<file path="src/rtl/mem_arbiter.sv">
// mem_arbiter: shares one single-port packet BRAM (1-cycle read latency)
// between NREQ requesters. Round-robin arbitration, optional lock for
// atomic bursts, and a burst cap that forces release when others wait.
// Requester map: 0 = rx payload loader, 1 = checksum engine, 2 = tx streamer.
//
// state | meaning
// ARB   | round-robin among requesters, scanning after the last grant
// OWN   | a locked requester owns the port until it lets go or hits the cap
module mem_arbiter #(
  parameter int NREQ      = 3,
  parameter int AW        = 10,
  parameter int DW        = 8,
  parameter int MAX_BURST = 16
) (
  input  logic              i_clk,
  input  logic              i_rst_n,
  input  logic [NREQ-1:0]   i_req,
  input  logic [NREQ-1:0]   i_lock,
  input  logic [NREQ-1:0]   i_we,
  input  logic [NREQ*AW-1:0] i_addr,
  input  logic [NREQ*DW-1:0] i_wdata,
  output logic [NREQ-1:0]   o_gnt,
  output logic [NREQ-1:0]   o_rvalid,
  output logic [DW-1:0]     o_rdata,
  output logic              o_mem_en,
  output logic              o_mem_we,
  output logic [AW-1:0]     o_mem_addr,
  output logic [DW-1:0]     o_mem_wdata,
  input  logic [DW-1:0]     i_mem_rdata,
  output logic              o_busy
);

  localparam int IW = (NREQ > 1) ? $clog2(NREQ) : 1;
  localparam int BW = 8;
  // Grants left in the current burst window; 0 means the cap is reached.
  localparam logic [BW-1:0] BURST_RELOAD = BW'(MAX_BURST - 1);

  typedef enum logic {
    ARB = 1'b0,
    OWN = 1'b1
  } state_t;

  state_t          state_q, state_d;
  logic [IW-1:0]   ptr_q, ptr_d;
  logic [IW-1:0]   owner_q, owner_d;
  logic [BW-1:0]   left_q, left_d;
  logic [NREQ-1:0] gnt;
  logic [NREQ-1:0] owner_mask;
  logic [NREQ-1:0] rvalid_q;
  logic [AW-1:0]   addr_q, mem_addr;
  logic [DW-1:0]   wdata_q, mem_wdata;
  logic            mem_we;
  logic            others;
  logic            keep;
  logic            found;
  logic [IW-1:0]   win;
  logic [IW-1:0]   cand;

  assign owner_mask = NREQ'(1) << owner_q;
  assign others     = |(i_req & ~owner_mask);

  // Arbitration FSM state, pointer, owner and burst counter
  always_ff @(posedge i_clk) begin
    if (!i_rst_n) begin
      state_q <= ARB;
      ptr_q   <= IW'(NREQ - 1);
      owner_q <= '0;
      left_q  <= '0;
    end else begin
      state_q <= state_d;
      ptr_q   <= ptr_d;
      owner_q <= owner_d;
      left_q  <= left_d;
    end
  end

  // Grant selection and next state. While in OWN the pointer already equals
  // the owner, so a release re-arbitrates with the owner at lowest priority.
  always_comb begin
    state_d = state_q;
    ptr_d   = ptr_q;
    owner_d = owner_q;
    left_d  = left_q;
    gnt     = '0;
    keep    = 1'b0;
    found   = 1'b0;
    win     = '0;
    cand    = '0;
    if (state_q == OWN) begin
      keep = i_req[owner_q] && i_lock[owner_q] && !((left_q == '0) && others);
    end
    if (keep) begin
      gnt    = owner_mask;
      left_d = (left_q == '0) ? BURST_RELOAD : left_q - BW'(1);
    end else begin
      state_d = ARB;
      for (int i = NREQ; i >= 1; i--) begin
        cand = IW'((int'(ptr_q) + i) % NREQ);
        if (i_req[cand]) begin
          found = 1'b1;
          win   = cand;
        end
      end
      if (found) begin
        gnt   = NREQ'(1) << win;
        ptr_d = win;
        if (i_lock[win]) begin
          state_d = OWN;
          owner_d = win;
          left_d  = BURST_RELOAD;
        end
      end
    end
  end

  // BRAM port mux; address and data hold their last values when idle
  always_comb begin
    mem_we    = 1'b0;
    mem_addr  = addr_q;
    mem_wdata = wdata_q;
    for (int k = 0; k < NREQ; k++) begin
      if (gnt[k]) begin
        mem_we    = i_we[k];
        mem_addr  = i_addr[k*AW +: AW];
        mem_wdata = i_wdata[k*DW +: DW];
      end
    end
  end

  // Held BRAM address/data and one-cycle-delayed read-valid
  always_ff @(posedge i_clk) begin
    if (!i_rst_n) begin
      addr_q   <= '0;
      wdata_q  <= '0;
      rvalid_q <= '0;
    end else begin
      addr_q   <= mem_addr;
      wdata_q  <= mem_wdata;
      rvalid_q <= gnt & ~i_we;
    end
  end

  assign o_gnt       = gnt;
  assign o_mem_en    = |gnt;
  assign o_mem_we    = mem_we;
  assign o_mem_addr  = mem_addr;
  assign o_mem_wdata = mem_wdata;
  assign o_rvalid    = rvalid_q;
  assign o_rdata     = i_mem_rdata;
  assign o_busy      = (state_q == OWN);

endmodule
</file>
<file path="config.mk">
export PLATFORM = sky130hd
export DESIGN_NAME = mem_arbiter
export DESIGN_NICKNAME = d
export VERILOG_FILES = /design/src/rtl/mem_arbiter.sv
export SDC_FILE = /design/constraint.sdc
export NUM_CORES = 1
export LEC_CHECK = 0
export BUFFER_PORTS_ARGS = -buffer_cell sky130_fd_sc_hd__buf_4
export CAP_MARGIN = 20
export CORE_MARGIN = 4
export CORE_UTILIZATION = 54
export CTS_BUF_LIST = sky130_fd_sc_hd__clkbuf_4
export DETAILED_ROUTE_END_ITERATION = 8
export PLACE_DENSITY = 0.95
export SLEW_MARGIN = 20
export SYNTH_ARGS = -nofsm -noshare
export SYNTH_HDL_FRONTEND = slang
export SYNTH_SLANG_ARGS = --single-unit
</file>
<file path="constraint.sdc">
create_clock -name i_clk -period 7.45 [get_ports i_clk]
set_input_delay 1.1175 -clock i_clk [delete_from_list [all_inputs] [get_ports i_clk]]
set_output_delay 1.1175 -clock i_clk [all_outputs]
set_load 0.1 [all_outputs]
</file>
* After elaboration in Yosys (flattened, before gate mapping)
Index checks and enable logic that the tools add are counted.
Widths: inputs -> output; s select.
** Cells by class
- $add $sub $neg :: 4
- Multiply operators :: 0
- Divide/modulo/power cells :: 3
- Order comparisons :: 5
- Equal/unequal tests :: 0
- Shift operators :: 2
- Multiplexer cells :: 38
- Bitwise logic cells :: 5
- Reduce and logical (&&, ||, !) cells :: 12
** Operators with widths (count)
- $mod 32x3->32 const B :: 3
- $mux 8 :: 7
- $mux 10 :: 3
- $mux 1 :: 16
- $lt 2x3->1 const B :: 5
- $bmux 1 s2 :: 6
- $logic_not 8->1 :: 1
- $mux 2 :: 4
- $sub 8x1->8 const B :: 1
- $add 2x2->3 const B :: 2
- $and 3x3->3 :: 2
- $mux 3 :: 2
- $not 3->3 :: 2
- $reduce_or 3->1 :: 2
- $shl 1x2->3 const A :: 2
- $reduce_and 2->1 :: 2
- $reduce_bool 2->1 :: 2
- $add 2x1->3 const B :: 1
- $logic_and 1x1->1 :: 3
- $reduce_and 3->1 :: 1
- $logic_not 1->1 :: 1
- $not 1->1 :: 1
** Storage, ports and cells
- Register bits :: 34
- Latch bits :: 0
- Bits in writable memories :: 0
- ROM bits :: 0
- Bits of input ports :: 73
- Output and inout bits :: 35
- Logic and storage cells :: 76
- Memories :: 0

* Logic depth before layout (Yosys ltp)
Gate-level depths: netlist of the first run.
- Depth in word-level cells :: 15
- Gate-level depth with buffers :: 12
- Mapped depth without buffers :: 10

* Least setup slack after synthesis of the first run
OpenSTA, ideal clock, no wires.
- Path kind :: input -> output
- Start point :: input port i_req[0]
- End point :: output port o_mem_addr[9]
- Data arrival time :: 4.775 ns
- Data required time :: 6.332 ns
- Slack :: 1.557 ns
- Cell stages on the path :: 7
- Path buffers :: 1
- Cell sequence :: nor2_1 > a21boi_0 > o32ai_2 > mux2i_1 > nand2_1 > clkbuf_2 > o21ai_0
** Between the ends
- Longest elaborated chain between the ends :: 12
- Elaborated cells between the ends (all ways) :: 29
- Those cells by class :: shift (1); mux (22); bitwise (1); reduce/logical (5)
** Ends and longest elaborated chain
- start, declared :: RTL line 17 : input logic [NREQ-1:0] i_req,
- $bmux 1 s2 :: RTL line 99 : if (i_req[cand]) begin
- $mux 1 (not written as such) :: RTL line 99
- $mux 2 (3 in a row) :: RTL line 99
- $mux 2 :: RTL line 92 : if (keep) begin
- $shl 1x2->3 :: RTL line 105 : gnt = NREQ'(1) << win;
- $mux 3 :: RTL line 104 : if (found) begin
- $mux 3 * :: RTL line 92
- $mux 10 (2 in a row) :: RTL line 122 : if (gnt[k]) begin
- $mux 10 * :: RTL line 122
- end, declared :: RTL line 27 : output logic [AW-1:0] o_mem_addr,
Every way passes the cells marked *; elsewhere a longest branch is shown, timed or not. The select of a mux whose other input is x is not followed.

* Worst setup path in the final report of the first run
- Start point :: input port i_req[1]
- End point :: output port o_mem_en
** Between the ends
- Longest elaborated chain between the ends :: 10
- Elaborated cells between the ends (all ways) :: 27
- Those cells by class :: shift (1); mux (19); bitwise (1); reduce/logical (6)
** Ends and longest elaborated chain
- $bmux 1 s2 :: RTL line 99
- $mux 1 (not written as such) :: RTL line 99
- $mux 2 (3 in a row) :: RTL line 99
- $mux 2 :: RTL line 92
- $shl 1x2->3 :: RTL line 105
- $mux 3 :: RTL line 104
- $mux 3 * :: RTL line 92
- $reduce_or 3->1 * :: RTL line 144 : assign o_mem_en = |gnt;
- end, declared :: RTL line 25 : output logic o_mem_en,
Marked as above.

==> results.md, run 1 <==
* Status: finished clean
* DRT Wirelength at 7.50 mm
* Clock slew at reported path FFs at 0.11 ns
* Core area at 4470 µm²
* CP Class: input port to primary output
* CP dominant cell by count: buf_4
* CP required at approximately 6.3 ns
* Initial antenna violation count at 0
* Headroom to the max-slew limit at 44.3%
* Syn nets at 392
* Slew Limit Fails at 0
* Worst Path Buf+Inv at 2
* Final worst slack at 2.05 ns
* Clock skew at 0.00914 ns
* Mux cell area share after synthesis at 9.56%
* DP HPWL at ~5.4 mm
* Dpl ws at between 1.5 and 2 ns
* Iteration count of the initial detailed-routing pass at 4
* Post-synth top area share at 26.4%
* Largest net degree at the start of global routing at 49
* CTS tree: yes
* # diodes at 0
* Layout cells sized above 1 at 32.3%
* Yosys top cell by area: dfxtp_1
* ANT nets after route at 0
* DIE AREA at 5940 µm²
* Ys async rst share at 0%
* Layout area overhead at 24.8%
* Clk sinks at 34
* Hold_ws at 0.502 ns
* RSZ-0062 raised after global routing: false
* Top FF cell, synth: dfxtp_1
* Grt total ovfl at 0
* Worst Tran Pin Value at 0.835 ns
* Number of CTS-inserted buffers at 5
* Commonest non-fill, non-tap cell in the layout: buf_4
* Busiest metal layer after global routing: met2
* Initial Utilization at 57.6%
* Synth cell types at 54
* Max_cap viols at 0
* WP data arrival at roughly 4.3 ns
* Yosys Warn Count at 0
* Rows at 24
* Vias at 2752
* Iter 0 DRT Violations at 188
* Compound-Gate Fraction of Synth Area at 27.1%
* Top delay family on crit path: simple AND/OR/NAND/NOR gates
* Clock tree buffer depth at 2
* CTS-repair resized insts at 0
* CP peak stage delay at between 0.7 and 0.8 ns
* Commonest cells after routing, fill and taps aside: buf_4, nand3_1, dfxtp_1, a21oi_1, mux2i_1
* I/O Buffers at 91
* Critical path peak fanout at 20
* Via density at 6.27
* HP Class: flop to flop
* Setup TNS at 0 ns
* Largest cells by area after synthesis: dfxtp_1, mux2i_1, nand3_1
* Cells after synthesis at between 300 and 400
* Die width at 77.1 µm
* Syn_area_per_cell at slightly above 8 µm²
* Synth Area in Simple Gates at 24.4%
* Flip-flop and latch count after synthesis at 34
* Synth Area in Adders at under 10%
* Die Height at 77.1 µm
* H-tree levels at 2
* Final setup vio count at 0
* Final worst path period need at approximately 5.4 ns
* Grt met2 use at between 40% and 50%
* Post-synth EDFFs at 0
* Met1 Use GR at approximately 28%
* DR WL/cell at 17.1 µm
* Grt met3 use at 5.27%
* Sequential share of the synthesized area at 26.4%
* Fmax at roughly 190 MHz
* Largest family of logic cells by synthesized area: compound AO/OA/AOI/OAI gates
* GP Congestion at 0.889
* Worst path cell trace: buf_4, nor2b_1, a2111oi_2, o32ai_2, mux2i_4, nand2_1, or2_2, buf_4
* Post-CTS setup buffers at 0
* XOR/XNOR share of the synthesized area at less than 1%
* Root Buffer: clkbuf_4
* Endpoints failing hold at 0
* Final worst path period share at around 72%
* Gr usage total at 24.1%
* Setup crit end kind: primary output
* Post-Syn Area at between 2000 and 3000 µm²
* Vias in the first global route at 2634
* Slowest library cell on the worst path: o32ai_2
* Crit start category: input port
* # hold bufs at CTS at 0
* I/O pin total at about 110
* Clk_lat worst skew at 0.33 ns
* Final net count at between 400 and 500
* First-pass GRT wire length at 12.0 mm
* DRC at 0
==> metal layers <==
metal / part of all wire, % / vias to the layer above
li1: - / 1322
met1: 39 / 1276
met2: 50 / 128
met3: 7.5 / 26
met4: 3.0 / 0
met5: 0 / -
==> Yosys cell counts, drive strengths merged, types with 4 or more instances <==
| cell | count |
|---|---|
| o21ai | 23 |
| nand2 | 14 |
| o221ai | 18 |
| o22ai | 4 |
| and3 | 18 |
| inv | 11 |
| a21oi | 30 |
| nand2b | 4 |
| nor2b | 8 |
| nor3 | 5 |
| nor2 | 10 |
| mux2i | 22 |
| clkbuf | 6 |
| buf | 23 |
| nand3 | 43 |
| dfxtp | 34 |
| ha | 5 |
==> worst register-to-register path, stage by stage, from the launching register on <==
cell	delay, ns
dfxtp_1	0.35
inv_1	0.07
ha_1	0.21
nor4b_4	0.28
nand2_2	0.13
o32ai_2	0.76
mux2i_4	0.68
nand3_2	0.50
o221ai_1	0.35
==> flip-flops by register name, indices dropped and copies added, names as in the netlist <==
name      cells
addr_q       10
left_q        8
wdata_q       8
o_rvalid      3
owner_q       2
ptr_q         2
o_busy        1
==> worst paths after layout <==
| check | startpoint | endpoint | slack (ns) | cells after the start |
|---|---|---|---|---|
| max reg2reg | left_q[0] | addr_q[2] | 4.02 | 8 |
| min reg2reg | left_q[6] | left_q[6] | 0.50 | 2 |
| max | i_req[1] | o_mem_en | 2.05 | 8 |
| min | left_q[6] | left_q[6] | 0.50 | 2 |
==> cell type report <==
type                            instances  area [µm²]
Multi-Input combinational cell        239        1660
Fill cell                             348        1260
Timing Repair Buffer                   94         713
Sequential cell                        34         681
Tap cell                               52        65.1
Inverter                               12        45.0
Clock buffer                            5        37.5
Clock inverter                          3        16.3
==> per-stage QoR <==
| step | instance area [µm²] | std cells | utilization, % |
|---|---|---|---|
| 5_1_grt | 3220 | 439 | 71.9 |
| 6_report | 3220 | 439 | 71.9 |
| 3_5_place_dp | 3150 | 430 | 70.4 |
| 2_1_floorplan | 2580 | 314 | - |
| 4_1_cts | 3200 | 438 | 71.6 |
| 3_3_place_gp | 3150 | 430 | 70.4 |
==> logic make-up (layout without fill, tap and decap cells) <==
kind of cell / after synthesis / after routing
simple gates: 114 / 114
compound gates: 95 / 95
buf+inv: 41 / 114
flops: 34 / 34
mux: 24 / 24
fa+ha+maj: 5 / 5
xor+xnor: 1 / 1
Power of run 1 is left out: the tool's default activity adds up to more than one toggle a clock period on the data nets, which glitch-free logic cannot reach.
==> run 2, diff against run 1 <==
--- a/config.mk
+++ b/config.mk
@@ -5,13 +5,14 @@
 export SDC_FILE = /design/constraint.sdc
 export NUM_CORES = 1
 export LEC_CHECK = 0
+export ABC_AREA = 1
 export BUFFER_PORTS_ARGS = -buffer_cell sky130_fd_sc_hd__buf_4
 export CAP_MARGIN = 20
 export CORE_MARGIN = 4
-export CORE_UTILIZATION = 54
+export CORE_UTILIZATION = 45
 export CTS_BUF_LIST = sky130_fd_sc_hd__clkbuf_4
 export DETAILED_ROUTE_END_ITERATION = 8
-export PLACE_DENSITY = 0.95
+export PLACE_DENSITY = 0.9
 export SLEW_MARGIN = 20
 export SYNTH_ARGS = -nofsm -noshare
 export SYNTH_HDL_FRONTEND = slang
==> constraint.sdc (replaced) <==
create_clock -name i_clk -period 4.9 [get_ports i_clk]
set_input_delay 0.735 -clock i_clk [delete_from_list [all_inputs] [get_ports i_clk]]
set_output_delay 0.735 -clock i_clk [all_outputs]
set_load 0.1 [all_outputs]
==> results.md, run 2 <==
* Top FF cell, synth: dfxtp_1 (unchanged)
* Worst Tran Pin Value at 0.944 ns (was 0.835 ns)
* Vias at 2831 (was 2752)
* DRT Wirelength at 6.63 mm (was 7.50 mm)
* I/O pin total at 108 (unchanged)
* Most frequent cells after synthesis: nand2_1, inv_1, nand3_1, dfxtp_1, nor2_1 (was nand3_1, dfxtp_1, a21oi_1, mux2i_1, and3_1)
* Top delay family on crit path: simple AND/OR/NAND/NOR gates (unchanged)
* Synth cell types at 31 (was 54)
* # diodes at 0 (unchanged)
* Yosys Warn Count at 0 (unchanged)
* Gr usage total at 19.2% (was 24.1%)
* Number of flip-flops in the largest register at 10 (unchanged)
* Most numerous cell in the Yosys netlist: nand2_1 (was nand3_1)
* Number of CTS-inserted buffers at 5 (unchanged)
* Sequential share of the synthesized area at 26.5% (was 26.4%)
* Reg2reg path depth at 16 (was 8)
* Clk_lat worst skew at 0.34 ns (was 0.33 ns)
* CP peak stage delay at 0.41 ns (was 0.71 ns)
* Largest cells by area after synthesis: dfxtp_1, nand2_1, inv_1 (was dfxtp_1, mux2i_1, nand3_1)
* Fmax at around 250 MHz
* Post-synth top area share at 26.5% (was 26.4%)
* DR WL/cell at 11.3 µm (was 17.1 µm)
* I/O Buffers at 91 (unchanged)
* Slew Limit Fails at 0 (unchanged)
* Grt total ovfl at 0 (unchanged)
* Met1 Use GR at 22.4% (was 27.6%)
* Post-synth EDFFs at 0 (unchanged)
* Endpoints failing hold at 0 (unchanged)
* Slowest library cell on the worst path: dfxtp_1 (was o32ai_2)
* Clk sinks at 34 (unchanged)
* Headroom to the max-slew limit at 37.0% (was 44.3%)
* GP Congestion at 0.822 (was 0.889)
* DRC at 0 (unchanged)
* Core area at 5510 µm² (was 4470 µm²)
* HP Start: left_q[0] (was left_q[6])
* Setup crit end kind: primary output (unchanged)
* Via density at 4.81 (was 6.27)
* # hold bufs at CTS at 0 (unchanged)
* Root Buffer: clkbuf_4 (unchanged)
* End of the worst hold path: left_q[0] (was left_q[6])
* Final net count at 595 (was 464)
* Critical path peak fanout at 21 (was 20)
* Clock skew at 0.0183 ns (was 0.00914 ns)
* CTS-repair resized insts at 0 (unchanged)
* Post-CTS setup buffers at 0 (unchanged)
* HP Class: flop to flop (unchanged)
* Post-Syn Area at 2570 µm² (was 2580 µm²)
* Worst Path Buf+Inv at 5 (was 2)
* Grt met2 use at 34.5% (was 42.9%)
* WP data arrival at 3.34 ns (was 4.28 ns)
* Syn_area_per_cell at 5.82 µm² (was 8.21 µm²)
* Grt met3 use at 5.73% (was 5.27%)
* Commonest cells after routing, fill and taps aside: nand2_1, inv_1, buf_4, nand3_1, dfxtp_1 (was buf_4, nand3_1, dfxtp_1, a21oi_1, mux2i_1)
* RSZ-0062 raised after global routing: false (unchanged)
* Commonest non-fill, non-tap cell in the layout: nand2_1 (was buf_4)
* Rows at 27 (was 24)
* ANT nets after route at 0 (unchanged)
* Vias in the first global route at 2764 (was 2634)
* Status: finished clean (unchanged)
* CP Class: flop to primary output (was input port to primary output)
* Clock slew at reported path FFs at 0.11 ns (about the same)
* Busiest metal layer after global routing: met2 (unchanged)
* Initial antenna violation count at 0 (unchanged)
* Layout area overhead at 27.2% (was 24.8%)
* Max_cap viols at 0 (unchanged)
* First-pass GRT wire length at 11.5 mm (was 12.0 mm)
* CP dominant cell by count: nand2_1 (was buf_4)
* Yosys top cell by area: dfxtp_1 (unchanged)
* Largest net degree at the start of global routing at 40 (was 49)
* DP HPWL at 5.05 mm (was 5.43 mm)
* Iter 0 DRT Violations at 210 (was 188)
* Final worst path period need at 4.08 ns
* H-tree levels at 2 (unchanged)
* Die width at 83.5 µm (was 77.1 µm)
* Iteration count of the initial detailed-routing pass at 4 (unchanged)
* Ys async rst share at 0% (unchanged)
* Clock tree buffer depth at 2 (unchanged)
* Initial Utilization at 46.6% (was 57.6%)
* Hold path cells at 2 (unchanged)
* Reg with most FFs: addr_q (unchanged)
* Cells after synthesis at 441 (was 314)
* Crit start category: flop (was input port)
* Flip-flop and latch count after synthesis at 34 (unchanged)
* CP required at 4.16 ns (was 6.33 ns)
* Syn nets at 519 (was 392)
* DIE AREA at 6970 µm² (was 5940 µm²)
* Final worst path period share at 83.3%
* Die Height at 83.5 µm (was 77.1 µm)
* Final setup vio count at 0 (unchanged)
* Biggest regs: addr_q (10), left_q (8), wdata_q (8) (unchanged)
* Reg2Reg Capture Point: addr_q[2] (unchanged)
* Setup TNS at 0 ns (unchanged)
* Worst R2R Start: ptr_q[0] (was left_q[0])
* Layout cells sized above 1 at 23.0% (was 32.3%)
* CTS tree: yes (unchanged)
* Internal reg-to-reg setup slack at 1.96 ns (was 4.02 ns)
* Worst path cell trace: inv_1, ha_1, inv_1, nand3_1, nand2_1, nand2_1, nand2_1, nand2_1, nand2_1, nand2_1, o21ai_2, inv_2, nand3_1, nand2_1, nand2_1, inv_1, buf_4 (was buf_4, nor2b_1, a2111oi_2, o32ai_2, mux2i_4, nand2_1, or2_2, buf_4)
run 2: layer usage:
metal,vias up,routed length (µm)
met4,0,35
met1,1233,2750
met2,101,3360
met5,-,0
met3,6,480
li1,1491,-
run 2: cells by family (layout without fill, tap and decap cells):
logic type | after synthesis | after routing | synth area share, %
buffers and inverters | 124 | 200 | 20.9
and+or+nand+nor | 236 | 236 | 40.8
DFF | 34 | 34 | 26.5
AOI/OAI and AO/OA | 41 | 41 | 9.07
adders and majority gates | 5 | 5 | 2.44
xor gates and xnor gates | 1 | 1 | 0.341
run 2: area by class of cell:
class / count / area (µm²)
inverter: 101 / 382
clock buffer: 5 / 37.5
sequential: 34 / 681
fill: 552 / 2240
multi-input combinational: 283 / 1350
clock inverter: 2 / 33.8
tap: 72 / 90.1
timing repair buffer: 92 / 691
run 2: worst max-delay path by stage:
stage,startpoint,to,slack [ns],cells after the start
floorplan,o_busy,o_mem_we,1.28,7
global placement,i_req[1],o_mem_wdata[3],1.21,13
detailed placement,i_req[1],o_mem_addr[0],1.12,13
CTS,ptr_q[0],o_mem_addr[8],0.79,15
global route,ptr_q[0],o_mem_wdata[3],0.42,15
finish,ptr_q[0],o_mem_wdata[3],0.82,17
run 2: worst reg2reg max path, delay by kind of cell (launching register included):
family          cells  cell delay, ns
compound gates      1            0.37
fa+ha+maj           1            0.36
buf+inv             3            0.54
flops               1            0.41
simple gates       11            1.07
run 2: stage by stage:
stage | instances | hold slack [ns] | setup WS (ns) | cell area (µm²) | utilization [%]
global route | 589 | 0.520 | 0.423 | 3260 | 59.3
detailed placement | 582 | 0.492 | 1.12 | 3190 | 58.0
floorplan | 441 | 0.464 | 1.28 | 2570 | -
CTS | 589 | 0.505 | 0.786 | 3260 | 59.3
global placement | 582 | 0.475 | 1.21 | 3190 | 58.0
finish | 589 | 0.503 | 0.820 | 3260 | 59.3
Power of run 2 is left out for the same reason.
